[src/rtl/spook_msk_pkg.sv]
// Shared constants and helpers for the masked Spook datapath.
// Beat/slot sizing functions and the column loader FSM encoding.
package spook_msk_pkg;

  localparam logic [0:0] ST_FILL = 1'b0;
  localparam logic [0:0] ST_FULL = 1'b1;

  // bits per input beat: CPB columns of d shared nibbles
  function automatic int bw_f(input int d, input int cpb);
    return 4 * d * cpb;
  endfunction

  // beats needed to assemble one full state
  function automatic int nb_f(input int nbits, input int cpb);
    return nbits / (4 * cpb);
  endfunction

  // beat counter width, never below one bit
  function automatic int cnt_w_f(input int nb);
    return (nb <= 1) ? 1 : $clog2(nb);
  endfunction

endpackage

[src/rtl/cols_loader.sv]
// Collects CPB-column shared beats into a full column-form state.
// Define COLS_LOADER_ZEROIZE_EN to wipe shares on take and on clear.
module cols_loader
  import spook_msk_pkg::*;
#(
  parameter int d     = 1,
  parameter int Nbits = 128,
  parameter int CPB   = 4
) (
  input  logic                    clk,
  input  logic                    rst_n,
  input  logic                    clear,
  input  logic [4*d*CPB-1:0]      in_data,
  input  logic                    in_valid,
  output logic                    in_ready,
  output logic [Nbits*d-1:0]      cols_out,
  output logic                    out_valid,
  input  logic                    out_ready
);

  localparam int BW    = bw_f(d, CPB);
  localparam int NB    = nb_f(Nbits, CPB);
  localparam int CNT_W = cnt_w_f(NB);

  logic [0:0]       state;
  logic [CNT_W-1:0] cnt;
  logic             in_hs;
  logic             out_hs;
  logic             last;

  assign in_ready  = (state == ST_FILL) & rst_n;
  assign out_valid = (state == ST_FULL);
  assign in_hs     = in_valid & in_ready;
  assign out_hs    = out_valid & out_ready;
  assign last      = (cnt == CNT_W'(NB - 1));

  // fill/full sequencing and beat slot counter
  always_ff @(posedge clk or negedge rst_n) begin
    if (!rst_n) begin
      state <= ST_FILL;
      cnt   <= '0;
    end else if (clear) begin
      state <= ST_FILL;
      cnt   <= '0;
    end else if (in_hs) begin
      if (last) begin
        state <= ST_FULL;
        cnt   <= '0;
      end else begin
        cnt <= cnt + CNT_W'(1);
      end
    end else if (out_hs) begin
      state <= ST_FILL;
    end
  end

  // slot-wise write of accepted beats into the column state
  always_ff @(posedge clk or negedge rst_n) begin
    if (!rst_n) begin
      cols_out <= '0;
    end else if (clear) begin
`ifdef COLS_LOADER_ZEROIZE_EN
      cols_out <= '0;
`else
      cols_out <= cols_out;
`endif
    end else if (in_hs) begin
      for (int k = 0; k < NB; k++) begin
        if (cnt == CNT_W'(k)) begin
          cols_out[k*BW +: BW] <= in_data;
        end
      end
    end else if (out_hs) begin
`ifdef COLS_LOADER_ZEROIZE_EN
      cols_out <= '0;
`else
      cols_out <= cols_out;
`endif
    end
  end

endmodule

[config.mk]
export PLATFORM = sky130hd
export DESIGN_NAME = cols_loader
export DESIGN_NICKNAME = d
export VERILOG_FILES = /design/src/rtl/spook_msk_pkg.sv /design/src/rtl/cols_loader.sv
export SDC_FILE = /design/constraint.sdc
export NUM_CORES = 1
export LEC_CHECK = 0
export CAP_MARGIN = 20
export CORE_MARGIN = 2
export CORE_UTILIZATION = 40
export DETAILED_ROUTE_END_ITERATION = 12
export HOLD_SLACK_MARGIN = 0.03
export PLACE_DENSITY = 0.69
export SLEW_MARGIN = 10
export SYNTH_ARGS = -nofsm -noshare
export SYNTH_HDL_FRONTEND = slang
export SYNTH_SLANG_ARGS = --single-unit
[constraint.sdc]
create_clock -name clk -period 3.5 [get_ports clk]
set_clock_uncertainty 0.1 [all_clocks]
set_input_delay 0.875 -clock clk [delete_from_list [all_inputs] [get_ports clk]]
set_output_delay 0.875 -clock clk [all_outputs]
set_load 0.005 [all_outputs]
==> After elaboration in Yosys (flattened, before gate mapping) <==
Index checks and enable logic that the tools add are counted.
W data, S select, Z words.
{ "word_totals": {"regBits": 132, "latch_bits": 0, "ramBits": 0, "romBits": 0, "input_bits": 21, "output_inout_bits": 130, "word_cells": 43, "memories": 0} }
{ "classes": {"addsub": 1, "multipliers": 0, "n_div": 0, "n_lt_le_gt_ge": 0, "n_eq_ne": 8, "shift": 0, "n_mux": 7, "n_bitwise": 5, "reduce_logical": 12} }
{ "ops": {"columns": ["operator", "count"], "rows": [
  ["$reduce_and A3 Y1", 8],
  ["$eq A3 B3 Y1 const B", 4],
  ["$mux W3", 3],
  ["$eq A3 B2 Y1 const B", 2],
  ["$mux W1", 4],
  ["$add A3 B1 Y3 const B", 1],
  ["$and A1 B1 Y1", 3],
  ["$eq A3 B1 Y1 const B", 1],
  ["$logic_not A3 Y1", 1],
  ["$ne A3 B2 Y1 const B", 1],
  ["$reduce_bool A3 Y1", 1],
  ["$not A1 Y1", 2],
  ["$reduce_and A2 Y1", 1],
  ["$reduce_bool A2 Y1", 1]
]} }

==> Logic depth before layout (Yosys ltp) <==
Gate-level depths: netlist of run 1.
{ "depth": {"depth_word": 5, "ltp_mapped": 6, "depth_no_buf": 5} }

==> Least setup slack after synthesis of run 1 <==
Ideal clock, no wire load.
{ "synth_path": {"path_type": "input port to flip-flop", "from": "in rst_n", "to": "reg cols_out[69]", "setup_time_ps": 125, "t_arrival_ps": 1888, "required_ps": 3275, "path_slack_ps": 1387, "stages": 6, "n_path_buf": 3, "path_cell_list": "and3b_1 -> buf_6 -> and3_1 -> buf_6 -> buf_12 -> mux2_4"} }
{ "synth_via": {"elab_chain_len": 3} }
{ "synth_rtl": {"columns": ["element", "line_no", "text"], "rows": [
  ["start: declaration", "cols_loader.sv:11", "input logic rst_n,"],
  ["$and A1 B1 Y1", "cols_loader.sv:31", "assign in_ready = (state == ST_FILL) & rst_n;"],
  ["$and A1 B1 Y1", "cols_loader.sv:33", "assign in_hs = in_valid & in_ready;"],
  ["$reduce_and A3 Y1 (no line)", null, null],
  ["end signal: assignment", "cols_loader.sv:65", "cols_out <= cols_out;"],
  ["end signal: indexed assignment", "cols_loader.sv:70", "cols_out[k*BW +: BW] <= in_data;"],
  ["end signal: assignment", "cols_loader.sv:77", "cols_out <= cols_out;"],
  ["end: declaration", "cols_loader.sv:16", "output logic [Nbits*d-1:0] cols_out,"]
]} }
No other way between the ends.
A chain may end at the register's enable or synchronous reset.

==> Worst setup path after layout of run 1 <==
{ "layout_path": {"from": "in clear", "to": "reg cols_out[102]"} }
{ "layout_via": {"elab_chain_len": 2} }
{ "layout_rtl": {"columns": ["element", "line_no", "text"], "rows": [
  ["start: declaration", "cols_loader.sv:12", "input logic clear,"],
  ["$not A1 Y1 (no line)", null, null],
  ["$reduce_and A3 Y1 (no line)", null, null]
]} }
No other way between the ends.

==> results of run 1 <==
==> area by class of cell <==
type	instances	area share, %
Sequential cell	132	43.7
Clock inverter	13	2.40
Clock buffer	19	5.99
Tap cell	176	2.91
Multi-Input combinational cell	156	24.4
Timing Repair Buffer	155	20.5
Inverter	3	0.149
==> layer usage <==
| metal | wire length (µm) | share of wire, % | global-route usage, % |
|---|---|---|---|
| met5 | 0 | 0 | 0 |
| met2 | 5730 | 46 | 27.8 |
| met4 | 129 | 1.0 | 5.36 |
| met1 | 5580 | 45 | 24.3 |
| met3 | 1060 | 8.5 | 8.67 |
==> synthesized netlist by cell type (all sizes together) <==
library cell / number / area share (%)
nor2: 5 / 0.35
ha: 6 / 1.4
a21oi: 1 / 0.094
nor2b: 2 / 0.24
mux2: 128 / 30
buf: 12 / 2.5
a211oi: 1 / 0.14
or2b: 1 / 0.14
nand2: 2 / 0.43
and4bb: 1 / 0.24
mux2i: 2 / 0.38
and3b: 1 / 0.17
nand3: 4 / 1.0
inv: 3 / 0.21
and3: 2 / 0.24
dfrtp: 132 / 62
==> worst reg2reg max path, cell delays in order, from the launching register on <==
cell and delay, ns:
dfrtp_1 0.40, and3b_1 0.43, and3_1 0.44, buf_12 0.21, mux2_4 0.31
==> cell usage in the layout (no fill, tap or decap), types with 3 or more instances in the layout <==
cell	netlist	final
dfrtp_1	132	132
clkbuf_16	0	17
clkinv_2	0	3
bufinv_16	0	4
ha_1	6	6
mux2_2	69	69
clkdlybuf4s50_1	0	149
inv_1	3	3
clkinvlp_4	0	5
mux2_1	19	19
buf_4	2	5
nor2_1	5	5
mux2_4	40	40
==> state kept, by name (all words and copies together) (netlist names) <==
register,count
cols_out,128
cnt,3
out_valid,1
==> per-stage QoR <==
stage                     worst slack (ns)  power [mW]  std cells  hold WS (ns)  instance area (µm²)
final                                0.917        4.42        654         0.147                 7570
after global routing                 0.842        4.61        654         0.123                 7570
after CTS                            0.907        4.48        654         0.129                 7570
after detailed placement             0.478        2.58        622         0.380                 6930
after global placement               0.494        2.57        622         0.373                 6930
after floorplan                       1.39        2.06        303         0.389                 5300
==> final timing paths <==
kind                               start             to  slack (ns)  depth (start not counted)
min in group clk           cols_out[118]  cols_out[118]        0.39                          1
max in group asynchronous          rst_n    cols_out[8]        1.63                          3
setup / recovery                   clear  cols_out[102]        0.92                          4
hold reg to reg            cols_out[118]  cols_out[118]        0.39                          1
setup reg to reg               out_valid   cols_out[85]        1.49                          4
hold / removal                     rst_n      out_valid        0.15                          1
==> report_power, final <==
group	internal [mW]	leakage (nW)	switching (mW)	total [mW]
Clock	1.22	0.297	0.647	1.87
Sequential	1.72	1.76	0.120	1.84
Combinational	0.496	1.52	0.218	0.714
==> cells by family (layout without fill, tap and decap cells) <==
kind of cell	after synthesis	in the layout	synth area share [%]
flip-flops	132	132	62.4
multiplexers	130	130	30.4
AND/OR/NAND/NOR	18	18	2.83
buffers and inverters	15	190	2.72
adder cells (fa/ha/maj)	6	6	1.42
AO/OA/AOI/OAI	2	2	0.236
==> impl_metrics.toml, run 1 <==
[worst_setup_path]
critPathMaxStageDelay_ns = 0.57
cp_top_family = "simple AND/OR/NAND/NOR gates"
crit_chain = "clkdlybuf4s50_1 > and4bb_1 > nand3_4 > mux2_4"
startpoint_type = "primary input"
arrival_ns = 2.78
slowest_stage = "and4bb_1"
crit_fanout = 16
crit_buf_inv = 1
crit_path_end_kind = "flop"
worstSetupPathType = "primary input to flop"
crit_required_ns = 3.70

[clocking]
post_cts_buffers = 0
htreeDepth = 4
hold_buffers = 0
cts.path.max_buffers = 2
clk_pin_slew_ns = 0.05
clock-sinks = 132
cts_buffers = 17
tritoncts = "done"
cts_root_buf = "clkbuf_16"
insertion_delay_ns = 0.41
cts_resized = 0

[power_and_ir_drop]
p_per_area_nw_per_um2 = 584
vdd.ir_drop.worst_mv = 0.435
power.leakage_nw = 3.57

[yosys]
syn_avg_cell_area_um2 = 17.5
synth_nets = 330
ys_warn_count = 0
synth_cells = 303
yosysSeqAreaShare_pct = 62.4
netlist_area_um2 = 5300
ys_ff_latch = 132
ys_types = 22

[run]
max_cap_viol_count = 0

[global_route]
grt_pass1_vias = 3341
grt.overflow.total = 0
grt_util_all_layers_pct = 18.6
grt_pass1_wl_um = 19600
grt_max_degree = 71
antenna_found_initial = 0

[timing]
period_minus_slack_ns = 2.58
finalHoldViolations = 0
finalMaxSlewViolations = 0
fmax_mhz = 387
slew_headroom_pct = 42.9
rsz0062_at_grt = "no"
fin_crit_sh_pct = 73.8
worst_slew_pin_slew_ns = 0.857
setup_viol = 0
fin_setup_tns_ns = 0

[die]
io_pins = 151
fp.dieH_um = 119
row_count = 42
initial_core_util_pct = 40.5
die-area_um2 = 14200
die_w_um = 119
core_area_um2 = 13100

[final_layout]
seq_area_um2 = 3300
fin_nets = 492
multiInputGateArea_um2 = 1850
antenna_cells = 0
syn_to_final_growth_pct = 42.9
final_layout_size_suffix_gt1_share_pct = 32.0
nFillCells = 1021
postLayoutCoreUtil_pct = 57.8

[detailed_routing]
drtAntennaViolNets = 0
postRouteWirelength_um = 12500
via_count = 3189
post_drt_wl_per_cell_um = 19.1
drc = 0
firstDrtPassIters = 4
drtIter0Drc = 169
viasPerCell = 4.88

[place]
io_buffers = 150
dp_hpwl_um = 8290
place.gp.congestion = 0.776

[worst_hold_path]
hp-class = "primary input to async pin"

[run_status]
outcome = "finished clean"
Power figures use the tool's default switching activity.
==> inputs of run 2 (changes only) <==
- clock period: 3.5 -> 2.62 ns (I/O delays scaled with it)
==> impl_metrics.toml, run 2 (synthesis results as in run 1) <==
[clocking]
hold_buffers = 1
insertion_delay_ns = 0.41
tritoncts = "done"
cts_root_buf = "clkbuf_16"
cts_resized = 0
cts.path.max_buffers = 2
htreeDepth = 4
clk_pin_slew_ns = 0.05
cts_buffers = 17
clock-sinks = 132
post_cts_buffers = 0

[worst_setup_path]
reg2regPathDepth = 4
r2r-start = "cnt[0]"
critPathCapture = "in_ready"
arrival_ns = 1.43
startpoint = "out_valid"
crit_required_ns = 1.87
r2r_slack_ns = 0.83
startpoint_type = "flop"
crit_path_end_kind = "output pin"
crit_fanout = 5
worstSetupPathType = "flop to output pin"
rr_endpoint = "cols_out[113]"

[timing]
holdWs_ns = 0.232
slew_headroom_pct = 49.8
fin_setup_tns_ns = 0
period_minus_slack_ns = 2.18
finalHoldViolations = 0
fin_crit_sh_pct = 83.2
finalMaxSlewViolations = 0
rsz0062_at_grt = "no"
fmax_mhz = 459
setup_viol = 0
worst_slew_pin_slew_ns = 0.753

[worst_hold_path]
hp-class = "primary input to async pin"

[place]
dp_hpwl_um = 8420
io_buffers = 150
dpl.cell_count = 630
place.gp.congestion = 0.755

[final_layout]
largest_reg_flops = 128
fin_nets = 501
mostFrequentLayoutCells = "clkdlybuf4s50_1 (149), dfrtp_1 (132), mux2_2 (69)"
final_layout_size_suffix_gt1_share_pct = 32.9
antenna_cells = 0
regMostFlops = "cols_out"
syn_to_final_growth_pct = 44.9
finalNonFillerCells = 662
mostFrequentLayoutCell = "clkdlybuf4s50_1"

[detailed_routing]
drtIter0Drc = 126
drtAntennaViolNets = 0
post_drt_wl_per_cell_um = 19.0
drc = 0
postRouteWirelength_um = 12600
via_count = 3164
firstDrtPassIters = 4
viasPerCell = 4.78

[global_route]
grt_pass1_wl_um = 19900
grt_pass1_vias = 3366
grt_max_degree = 132
antenna_found_initial = 0
grt_util_all_layers_pct = 18.9
grt_busiest_layer = "met2"
grt.overflow.total = 0
use_met2_pct = 27.7
met1_usage_pct = 25.0
met3_usage_pct = 8.33

[die]
row_count = 42
die-area_um2 = 14200
core_area_um2 = 13100
die_w_um = 119
io_pins = 151
fp.dieH_um = 119
initial_core_util_pct = 40.5

[power_and_ir_drop]
power.leakage_nw = 3.64
p_per_area_nw_per_um2 = 763
power.total_mw = 5.85
vdd.ir_drop.worst_mv = 0.394

[run]
max_cap_viol_count = 0

[run_status]
outcome = "finished clean"
==> run 2: how the worst min path moves through the flow <==
stage	startpoint	endpoint
final	rst_n	cols_out[56]
after global routing	rst_n	cnt[2]
after CTS	rst_n	cols_out[56]
after detailed placement	rst_n	out_valid
after global placement	rst_n	out_valid
after floorplan	rst_n	cnt[0]
==> run 2: layout make-up <==
class                      count  area (µm²)
timing repair buffer         164        1670
multi-input combinational    156        1850
clock buffer                  22         494
tap                          176         220
clock inverter                 9         125
sequential                   132        3300
fill                         986        5410
inverter                       3        11.3
==> run 2: report_power, final <==
group          internal, mW  switching [mW]  leakage [nW]
sequential             2.29           0.146          1.76
clock                  1.61           0.845         0.304
combinational         0.669           0.291          1.58
==> run 2: critical path, cell delays in order, from the launching register on <==
cell,delay [ns]
dfrtp_1,0.40
nor2b_1,0.11
clkdlybuf4s50_1,0.50
==> run 2: per-layer routing <==
metal / up-vias / part of all wire [%]
met4: 0 / 1.4
met1: 1595 / 45
li1: 1425 / -
met3: 16 / 8.8
met5: - / 0
met2: 128 / 45
==> run 2: through the flow <==
stage	cell area (µm²)	utilization [%]	setup WS, ns
final	7670	58.6	0.439
after global routing	7670	58.6	0.359
after CTS	7670	58.6	0.411
after detailed placement	7040	53.8	0.213
after global placement	7040	53.8	0.241
after floorplan	5300	-	0.727
==> inputs of run 3 (changes only) <==
- PLACE_DENSITY: 0.69 -> 0.72
- clock period: 2.62 -> 2 ns (I/O delays scaled with it)
==> impl_metrics.toml, run 3 (synthesis results as in run 1) <==
[final_layout]
largest_reg_flops = 128
final_layout_size_suffix_gt1_share_pct = 34.2
syn_to_final_growth_pct = 47.0
postLayoutCoreUtil_pct = 59.5
mostFrequentLayoutCells = "clkdlybuf4s50_1 (147), dfrtp_1 (132), mux2_2 (69)"
mostFrequentLayoutCell = "clkdlybuf4s50_1"
antenna_cells = 0
fin_nets = 515
finalNonFillerCells = 676
regMostFlops = "cols_out"

[power_and_ir_drop]
vdd.ir_drop.worst_mv = 0.723
power.leakage_nw = 3.72
p_per_area_nw_per_um2 = 940

[timing]
setup_ws_ns = 0.0817
setup_viol = 0
slew_headroom_pct = 58.1
finalHoldViolations = 0
holdWs_ns = 0.126
period_minus_slack_ns = 1.92
fmax_mhz = 521
finalMaxSlewViolations = 0
rsz0062_at_grt = "no"
fin_crit_sh_pct = 95.9
worst_slew_pin_slew_ns = 0.629

[worst_setup_path]
worstSetupPathType = "flop to output pin"
arrival_ns = 1.32
slowest_stage = "clkdlybuf4s50_1"
crit_chain = "clkdlybuf4s50_1"
crit_path_end_kind = "output pin"
crit_buf_inv = 1
startpoint_type = "flop"
crit_fanout = 2
crit_required_ns = 1.40
critPathMaxStageDelay_ns = 0.52
cp_top_family = "buffers and inverters"

[detailed_routing]
firstDrtPassIters = 4
viasPerCell = 4.79
drc = 0
postRouteWirelength_um = 12800
post_drt_wl_per_cell_um = 18.9
drtAntennaViolNets = 0
via_count = 3236
drtIter0Drc = 165

[global_route]
grt_util_all_layers_pct = 19.2
antenna_found_initial = 0
grt_pass1_vias = 3535
grt_pass1_wl_um = 20200
grt_max_degree = 81
grt.overflow.total = 0

[clocking]
tritoncts = "done"
insertion_delay_ns = 0.41
clk_pin_slew_ns = 0.06
cts_root_buf = "clkbuf_16"
htreeDepth = 4
cts.path.max_buffers = 2
cts_buffers = 17
clock-sinks = 132

[place]
dpl.cell_count = 641
io_buffers = 150
place.gp.congestion = 0.771
place_ws_ns = -0.194
dp_hpwl_um = 8930

[die]
die_w_um = 119
row_count = 42
fp.dieH_um = 119
initial_core_util_pct = 40.5
die-area_um2 = 14200
io_pins = 151
core_area_um2 = 13100

[worst_hold_path]
hp-class = "primary input to async pin"

[run_status]
outcome = "finished clean"

[run]
max_cap_viol_count = 0
run 3: changes by cell type in the layout (fill, tap and decap cells not counted):
cell and change:
dlygate4sd3_1 +1, buf_16 +1, dlygate4sd2_1 +2, clkbuf_8 -3
buf_4 +7, buf_12 +5, clkinv_4 +1, clkbuf_1 +2
clkinv_2 +2, clkdlybuf4s50_1 -2, bufinv_16 -2
run 3: final timing paths:
path	startpoint	endpoint	slack, ns	cells after the start
worst max-delay path	cols_out[107]	cols_out[107]	0.08	1
worst min register to register	cols_out[54]	cols_out[54]	0.39	1
worst max register to register	cnt[0]	cols_out[116]	0.30	5
worst min-delay path	rst_n	out_valid	0.13	2
max in group asynchronous	rst_n	cols_out[37]	0.67	4
min in group clk	cols_out[54]	cols_out[54]	0.39	1
run 3: layer usage:
layer  vias up  GRT usage (%)  part of all wire [%]
met2       127           27.9                    45
li1       1442              -                     -
met1      1655           25.1                    45
met4         0           7.37                   1.3
met3        12           8.48                   9.3
met5         -              0                     0
run 3: metrics by stage:
| stage | TNS [ns] | total power [mW] | cell area, µm² |
|---|---|---|---|
| detailed placement | -19.41 | 4.52 | 7190 |
| floorplan | 0 | 3.61 | 5300 |
| CTS | 0 | 7.41 | 7750 |
| global route | 0 | 7.63 | 7780 |
| global placement | -18.58 | 4.49 | 7190 |
| finish | 0 | 7.32 | 7780 |
run 3: report_power, final:
group	internal [mW]	switching (mW)	leakage, nW
sequential	3.00	0.200	1.76
clock	1.75	1.08	0.268
combinational	0.883	0.398	1.69
run 3: what timing repair did:
item                                   in CTS  in global routing
endpoints found under the hold margin       2                 15
resized for setup                           2                  0
hold buffers                                1                  1
setup buffers                               1                  0
setup endpoints to repair                   1                  0
run 3: final cells by class:
cell class / instances / area, µm²
fillers: 985 / 5300
flip-flops and latches: 132 / 3300
repair buffers: 178 / 1860
multi-input cells: 156 / 1850
clock buffers: 21 / 460
well taps: 176 / 220
clock inverters: 10 / 83.8
inverters: 3 / 11.3
